## src/rtl/loader_pkg.sv

```systemverilog
// Shared types and constants for the byte-serial instruction loader.
package loader_pkg;

    typedef enum logic [2:0] {
        IDLE,
        COUNT,
        DATA,
        WRITE,
        CHECK,
        DONE,
        ERROR
    } state_t;

    localparam int         BYTES_PER_WORD    = 7;
    localparam logic [7:0] SYNC_BYTE_DEFAULT = 8'hA5;

endpackage

```

## src/rtl/loader_checksum.sv

```systemverilog
// Purpose: 8-bit XOR accumulator over accepted frame bytes, with synchronous clear.
// Latency: sum reflects a byte on the cycle after it is enabled.
// Backpressure: none; the caller gates en with its own handshake.
module loader_checksum (
    input  logic       clk,
    input  logic       reset,
    input  logic       clr,
    input  logic       en,
    input  logic [7:0] data,
    output logic [7:0] sum
);

    always_ff @(posedge clk) begin
        if (reset || clr) begin
            sum <= 8'd0;
        end else if (en) begin
            sum <= sum ^ data;
        end
    end

endmodule

```

## src/rtl/prog_loader.sv

```systemverilog
// Purpose: framed byte stream -> 49-bit instruction words into imem; holds CPU until a clean load.
// Latency: imem_we one cycle after the 7th byte of a word; status one cycle after the frame ends.
// Backpressure: in_ready drops for exactly the write cycle of each word. Trailing checksum under LOADER_CHECKSUM_EN.
module prog_loader
    import loader_pkg::*;
#(
    parameter int         ADDR_W    = 6,
    parameter int         WORD_W    = 49,
    parameter logic [7:0] SYNC_BYTE = SYNC_BYTE_DEFAULT
) (
    input  logic              clk,
    input  logic              reset,
    input  logic [7:0]        in_data,
    input  logic              in_valid,
    output logic              in_ready,
    output logic              imem_we,
    output logic [ADDR_W-1:0] imem_addr,
    output logic [WORD_W-1:0] imem_wdata,
    output logic              cpu_hold,
    output logic              done,
    output logic              error
);

    localparam int               CNT_W     = ADDR_W + 1;
    localparam logic [CNT_W-1:0] MAX_WORDS = CNT_W'(1) << ADDR_W;
    localparam logic [7:0]       MAX_CNT   = 8'(1 << ADDR_W);
    localparam int               SHIFT_W   = 8 * (BYTES_PER_WORD - 1);
    localparam logic [2:0]       LAST_BYTE = 3'(BYTES_PER_WORD - 1);

`ifdef LOADER_CHECKSUM_EN
    localparam state_t END_STATE = CHECK;
`else
    localparam state_t END_STATE = DONE;
`endif

    state_t             state, state_nxt;
    logic [SHIFT_W-1:0] shift_q;
    logic [2:0]         byte_idx;
    logic [CNT_W-1:0]   words_left;
    logic               accept;
    logic               idle_like;
    logic               sync_hit;

    assign accept    = in_valid && in_ready;
    assign idle_like = (state == IDLE) || (state == DONE) || (state == ERROR);
    assign sync_hit  = accept && idle_like && (in_data == SYNC_BYTE);

`ifdef LOADER_CHECKSUM_EN
    logic [7:0] csum;

    loader_checksum u_checksum (
        .clk   (clk),
        .reset (reset),
        .clr   (sync_hit),
        .en    (accept && (state == COUNT || state == DATA)),
        .data  (in_data),
        .sum   (csum)
    );
`endif

    always_ff @(posedge clk) begin
        if (reset) begin
            state <= IDLE;
        end else begin
            state <= state_nxt;
        end
    end

    always_comb begin
        state_nxt = state;
        unique case (state)
            IDLE, DONE, ERROR: if (sync_hit) state_nxt = COUNT;
            COUNT: if (accept) state_nxt = (in_data > MAX_CNT) ? ERROR : DATA;
            // Upper seven bits of the last byte are reserved; a dirty word is dropped.
            DATA: if (accept && byte_idx == LAST_BYTE)
                      state_nxt = (in_data[7:1] == 7'd0) ? WRITE : ERROR;
            WRITE: state_nxt = (words_left == CNT_W'(1)) ? END_STATE : DATA;
`ifdef LOADER_CHECKSUM_EN
            CHECK: if (accept) state_nxt = (in_data == csum) ? DONE : ERROR;
`endif
            default: state_nxt = IDLE;
        endcase
    end

    always_ff @(posedge clk) begin
        if (reset) begin
            imem_addr  <= '0;
            imem_wdata <= '0;
            shift_q    <= '0;
            byte_idx   <= 3'd0;
            words_left <= '0;
        end else begin
            unique case (state)
                IDLE, DONE, ERROR: begin
                    if (sync_hit) begin
                        imem_addr <= '0;
                        byte_idx  <= 3'd0;
                    end
                end
                COUNT: begin
                    if (accept) words_left <= (in_data == 8'd0) ? MAX_WORDS : CNT_W'(in_data);
                end
                DATA: begin
                    if (accept) begin
                        if (byte_idx == LAST_BYTE) begin
                            imem_wdata <= {in_data[0], shift_q};
                            byte_idx   <= 3'd0;
                        end else begin
                            shift_q  <= {in_data, shift_q[SHIFT_W-1:8]};
                            byte_idx <= byte_idx + 3'd1;
                        end
                    end
                end
                WRITE: begin
                    imem_addr  <= imem_addr + ADDR_W'(1);
                    words_left <= words_left - CNT_W'(1);
                end
                default: ;
            endcase
        end
    end

    // Outputs are registered off the next state so they never glitch or follow in_valid.
    always_ff @(posedge clk) begin
        if (reset) begin
            in_ready <= 1'b1;
            imem_we  <= 1'b0;
            cpu_hold <= 1'b1;
            done     <= 1'b0;
            error    <= 1'b0;
        end else begin
            in_ready <= (state_nxt != WRITE);
            imem_we  <= (state_nxt == WRITE);
            cpu_hold <= (state_nxt != DONE);
            done     <= (state_nxt == DONE);
            error    <= (state_nxt == ERROR);
        end
    end

endmodule

```

## config.mk

```make
export PLATFORM = sky130hd
export DESIGN_NAME = prog_loader
export DESIGN_NICKNAME = d
export VERILOG_FILES = /design/src/rtl/loader_pkg.sv /design/src/rtl/loader_checksum.sv /design/src/rtl/prog_loader.sv
export SDC_FILE = /design/constraint.sdc
export NUM_CORES = 1
export LEC_CHECK = 0
export ABC_CLOCK_PERIOD_IN_PS = 4300
export CELL_PAD_IN_SITES_DETAIL_PLACEMENT = 1
export CELL_PAD_IN_SITES_GLOBAL_PLACEMENT = 1
export CORE_AREA = 5 5 145 91
export CTS_BUF_LIST = sky130_fd_sc_hd__clkbuf_4 sky130_fd_sc_hd__clkbuf_8 sky130_fd_sc_hd__clkbuf_16
export CTS_CLUSTER_SIZE = 28
export DETAILED_ROUTE_END_ITERATION = 10
export DIE_AREA = 0 0 150 96
export PLACE_DENSITY_LB_ADDON = 0.1
export RECOVER_POWER = 25
export SYNTH_ARGS = -nofsm -noshare
export SYNTH_HDL_FRONTEND = slang
export SYNTH_SLANG_ARGS = --single-unit
export TNS_END_PERCENT = 5
```

## constraint.sdc

```tcl
create_clock -name clk -period 4.3 [get_ports clk]
set_input_delay 0.86 -clock clk [delete_from_list [all_inputs] [get_ports clk]]
set_output_delay 0.86 -clock clk [all_outputs]
set_load 0.02 [all_outputs]
```

# After elaboration in Yosys (flattened, before gate mapping)
# Index checks and enable logic that the tools add are counted.
# word_totals
output_inout_bits,60
input_bits,11
elab_cells,66
ff_bits,121
# classes
magnitude_cmp,1
bitwise,1
muxes,16
addsub,3
n_eq_ne,16
reduce_logical,18
# op_table
operator,count
$mux W3,9
$eq A3 B3 Y1 const B,5
$mux W7,2
$pmux W7 S2,1
$pmux W3 S4,1
$pmux W6 S2,1
$eq A3 B2 Y1 const B,3
$reduce_and A3 Y1,3
$eq A8 B8 Y1 const B,1
$gt A8 B7 Y1 const B,1
$logic_not A8 Y1,1
$eq A7 B1 Y1 const B,1
$logic_not A7 Y1,1
$sub A7 B1 Y7 const B,1
$add A6 B1 Y6 const B,1
$mux W6,1
$ne A2 B2 Y1 const B,3
$pmux W3 S2,1
$reduce_bool A2 Y1,3
$logic_and A1 B1 Y1,4
$reduce_and A2 Y1,2
$add A3 B1 Y3 const B,1
$eq A3 B1 Y1 const B,1
$logic_not A3 Y1,1
other kinds (5),6

# Longest topological paths before layout
# depth
word_depth,8
ltp_mapped,8
mapped_depth_nobuf,6

# Worst setup path after synthesis
# Ideal clock, no wire load.
# synth_timing
path_type,input-to-reg
from,in in_data[1]
to,reg cpu_hold
path_slack_ns,2.144
path_buffers,0
stages,5
required_time_ns,4.180
setup_ns,0.120
arrival_ns,2.036
path_cell_list,or4_4 -> nor3_1 -> and3_1 -> nor3_1 -> or2_1
# synth_via
elab_chain_cells,5
elab_cells_between_ends,11
classes_between,1 x order compare; 2 x eq/ne; 6 x mux; 2 x reduce/logical
# synth_lines
element,line_no,source
from (decl),prog_loader.sv:13,"input logic [7:0] in_data,"
$gt A8 B7 Y1 (tied with other cells),prog_loader.sv:73,COUNT: if (accept) state_nxt = (in_data > MAX_CNT) ? ERROR : DATA;
$mux W3 (tied with other cells),prog_loader.sv:73,
$mux W3 (on tied branches),"prog_loader.sv:73, prog_loader.sv:72, prog_loader.sv:75",
$pmux W3 S4 *,prog_loader.sv:71,unique case (state)
$ne A3 B3 Y1 *,prog_loader.sv:134,cpu_hold <= (state_nxt != DONE);
to (signal assigned),prog_loader.sv:134,
to (decl),prog_loader.sv:19,"output logic cpu_hold,"
# Mark *: on every way between the ends. The rest lies on a longest branch, timed or not.
# A chain may end at the register's enable or synchronous reset.

# Worst setup path after layout
# layout_timing
from,in in_valid
to,reg cpu_hold
# layout_via
elab_chain_cells,6
elab_cells_between_ends,9
classes_between,1 x eq/ne; 4 x mux; 4 x reduce/logical
# layout_lines
element,line_no,source
from (decl),prog_loader.sv:14,"input logic in_valid,"
$logic_and A1 B1 Y1 *,prog_loader.sv:44,assign accept = in_valid && in_ready;
$logic_and A1 B1 Y1 (2 in a row),prog_loader.sv:46,assign sync_hit = accept && idle_like && (in_data == SYNC_BYTE);
$mux W3,prog_loader.sv:72,"IDLE, DONE, ERROR: if (sync_hit) state_nxt = COUNT;"
$pmux W3 S4 *,prog_loader.sv:71,
$ne A3 B3 Y1 *,prog_loader.sv:134,
# Marked as above.

==> results_dict.tcl <==
set metrics [dict create \
    root_buffer "clkbuf_16" \
    setup_violating_endpoint_count_in_the_final_report 0 \
    number_of_global_route_vias_before_repair 4133 \
    design.core.area_um2 11800 \
    post_layout_net_count 650 \
    clk_latency_ns 0.41 \
    firstDrtPassIters 4 \
    timing.final.max_slew_violations 0 \
    worst_ir_drop_vdd_mv 0.230 \
    synthesis.area_um2 4570 \
    totalWireLength_um 13300 \
    setup_ws_ns 1.68 \
    fin_crit_ns 2.62 \
    worstSetupPathType "input port to flip-flop" \
    post_synth_arst_share_pct 0 \
    initial_core_util_pct 38.8 \
    synth_sequential_area_ratio_pct 53.0 \
    fp.dieArea_um2 14400 \
    gr-usage-all-layers_pct 19.1 \
    synth.cells.most_frequent "203 x nand2_1, 121 x dfxtp_1, 112 x a21oi_1" \
    antenna_found_initial 0 \
    dp_hpwl_um 8980 \
    place_congestion 0.847 \
    residual_antenna_violating_net_count_after_detailed_routing 0 \
    grt_max_degree 61 \
    htree_levels 4 \
    critPathLaunchType "input port" \
    detailroute.via_count 4125 \
    syn_nets 592 \
    cts-resized-gates 0 \
    worst_margin_pin_slew_ns 0.867 \
    synth_top_area_cell "dfxtp_1" \
    timing.critical_path.arrival_ns 2.91 \
    dpl_worst_slack_ns 1.32 \
    yosys_reg_bits 121 \
    setup-tns-final_ns 0 \
    final.period_utilization_pct 60.8 \
    chipWidth_um 150 \
    post-synth-top-count-cell "nand2_1" \
    postCtsSetupBuffers 0 \
    synth_ff_type "dfxtp_1" \
    critPathRequiredTime_ns 4.59 \
    worstHoldPathType "flip-flop to flip-flop" \
    cts.reportedPaths.clkPinSlew_ns 0.06 \
    globalRouteOverflowTotal 0 \
    route.detailed.drc 0 \
    yosysWarningCount 0 \
    boundaryPins 71 \
    fillers 1409 \
    std_cell_rows 31 \
    power.density_cell_area_nw_per_um2 429 \
    clock_sinks 121 \
    grt_pass1_wl_um 21700 \
    drive_gt1_share_pct 7.70 \
    leakage_nw 2.07 \
    synth_top_cells_by_area "dfxtp_1 53%, nand2_1 17%, a21oi_1 12%" \
    die_height_um 96 \
    maximum_root_to_sink_buffer_count 2 \
    crit_path_capture_type "flip-flop" \
    drt_iter0_markers 227 \
    fmaxAchievable_mhz 382 \
    reg2reg_setup_slack_ns 1.97 \
    tritoncts "yes" \
    postSynthCellCount 578 \
    synthesized_area_per_cell_um2 7.91 \
    cts_hold_repair.buffers 0 \
    worst_clock_skew_ns 0.0113 \
    grt_setup_unrepaired "no" \
    status "completed" \
    netlist-cell-type-count 45 \
    wl_per_cell_um 16.4 \
    antenna-diode-count 0 \
    finalHoldViolCount 0 \
    yosysTopAreaCellShare_pct 53.0 \
    portBuffers 70 \
    syn_to_final_growth_pct 29.8 \
    maxSlewHeadroom_pct 42.2 \
    cp_max_fo 22 \
    detail_route.vias_per_cell 5.07 \
    synth-edff-count 0 \
    numCtsBuffers 17 \
    maxCapViolations 0 \
]
per-stage QoR:
stage	cells	util (%)	hold slack, ns	cell area, um^2	power [W]
after global placement	782	45.6	0.445	5380	0.00123
final	814	50.4	0.451	5940	0.00255
after floorplan	578	-	0.432	4570	0.00120
after CTS	814	50.4	0.456	5940	0.00257
after detailed placement	782	45.6	0.450	5380	0.00123
after global routing	814	50.4	0.470	5940	0.00263
worst max-delay path: stages:
cell,delay (ns)
dlygate4sd3_1,0.57
and2_1,0.17
and3_1,0.73
and3_1,0.28
nor3_1,0.07
or2_1,0.23
registers in the layout (all words and copies together), names as in the netlist:
register,flops
imem_wdata,49
error,1
cpu_hold,1
imem_we,1
in_ready,1
state,3
shift_q,48
imem_addr,6
words_left,7
done,1
byte_idx,3
placed cells by master, fill, tap and decap left out, drive strengths merged, types with 7 or more instances in the layout:
cell type | Yosys | routed
nand2 | 203 | 203
clkdlybuf4s50 | 0 | 25
a21oi | 112 | 112
o21ai | 9 | 9
inv | 7 | 7
dfxtp | 121 | 121
clkinv | 0 | 7
dlygate4sd3 | 0 | 44
buf | 15 | 7
clkbuf | 22 | 20
nor3 | 13 | 13
nor2 | 18 | 18
path summary, 6_finish.rpt:
kind	end	startpoint	cells after the start
setup / recovery	cpu_hold	in_valid	6
hold / removal	imem_wdata[22]	imem_wdata[22]	2
setup reg to reg	cpu_hold	state[1]	5
hold reg to reg	imem_wdata[22]	imem_wdata[22]	2
routing by layer:
layer / vias up / share of wire [%] / global-route usage (%)
met3: 10 / 4.8 / 4.28
met1: 1997 / 52 / 27.6
met4: 0 / 0.49 / 5.94
li1: 2040 / - / -
met2: 78 / 43 / 28.5
met5: - / 0 / 0
power by group:
| part | internal [W] | switching [W] | total [W] |
|---|---|---|---|
| logic | 0.0000223 | 0.0000524 | 0.0000747 |
| clock network | 0.000817 | 0.000522 | 0.00134 |
| registers | 0.00113 | 0.00000639 | 0.00113 |
logic make-up after synthesis:
logic type / Yosys count / share of synthesized area, %
AOI/OAI and AO/OA: 135 / 15.6
xor gates and xnor gates: 1 / 0.192
and+or+nand+nor: 274 / 26.1
adders and majority gates: 3 / 0.821
DFF: 121 / 53.0
buffers and inverters: 44 / 4.32
layout make-up:
type | instances | area [um^2] | area share [%]
clock inverters | 12 | 103 | 1.73
multi-input cells | 413 | 1970 | 33.2
inverters | 7 | 26.3 | 0.443
clock buffers | 20 | 454 | 7.65
flip-flops and latches | 121 | 2420 | 40.8
repair buffers | 76 | 756 | 12.7
well taps | 165 | 206 | 3.48
Power figures use the tool's default switching activity.
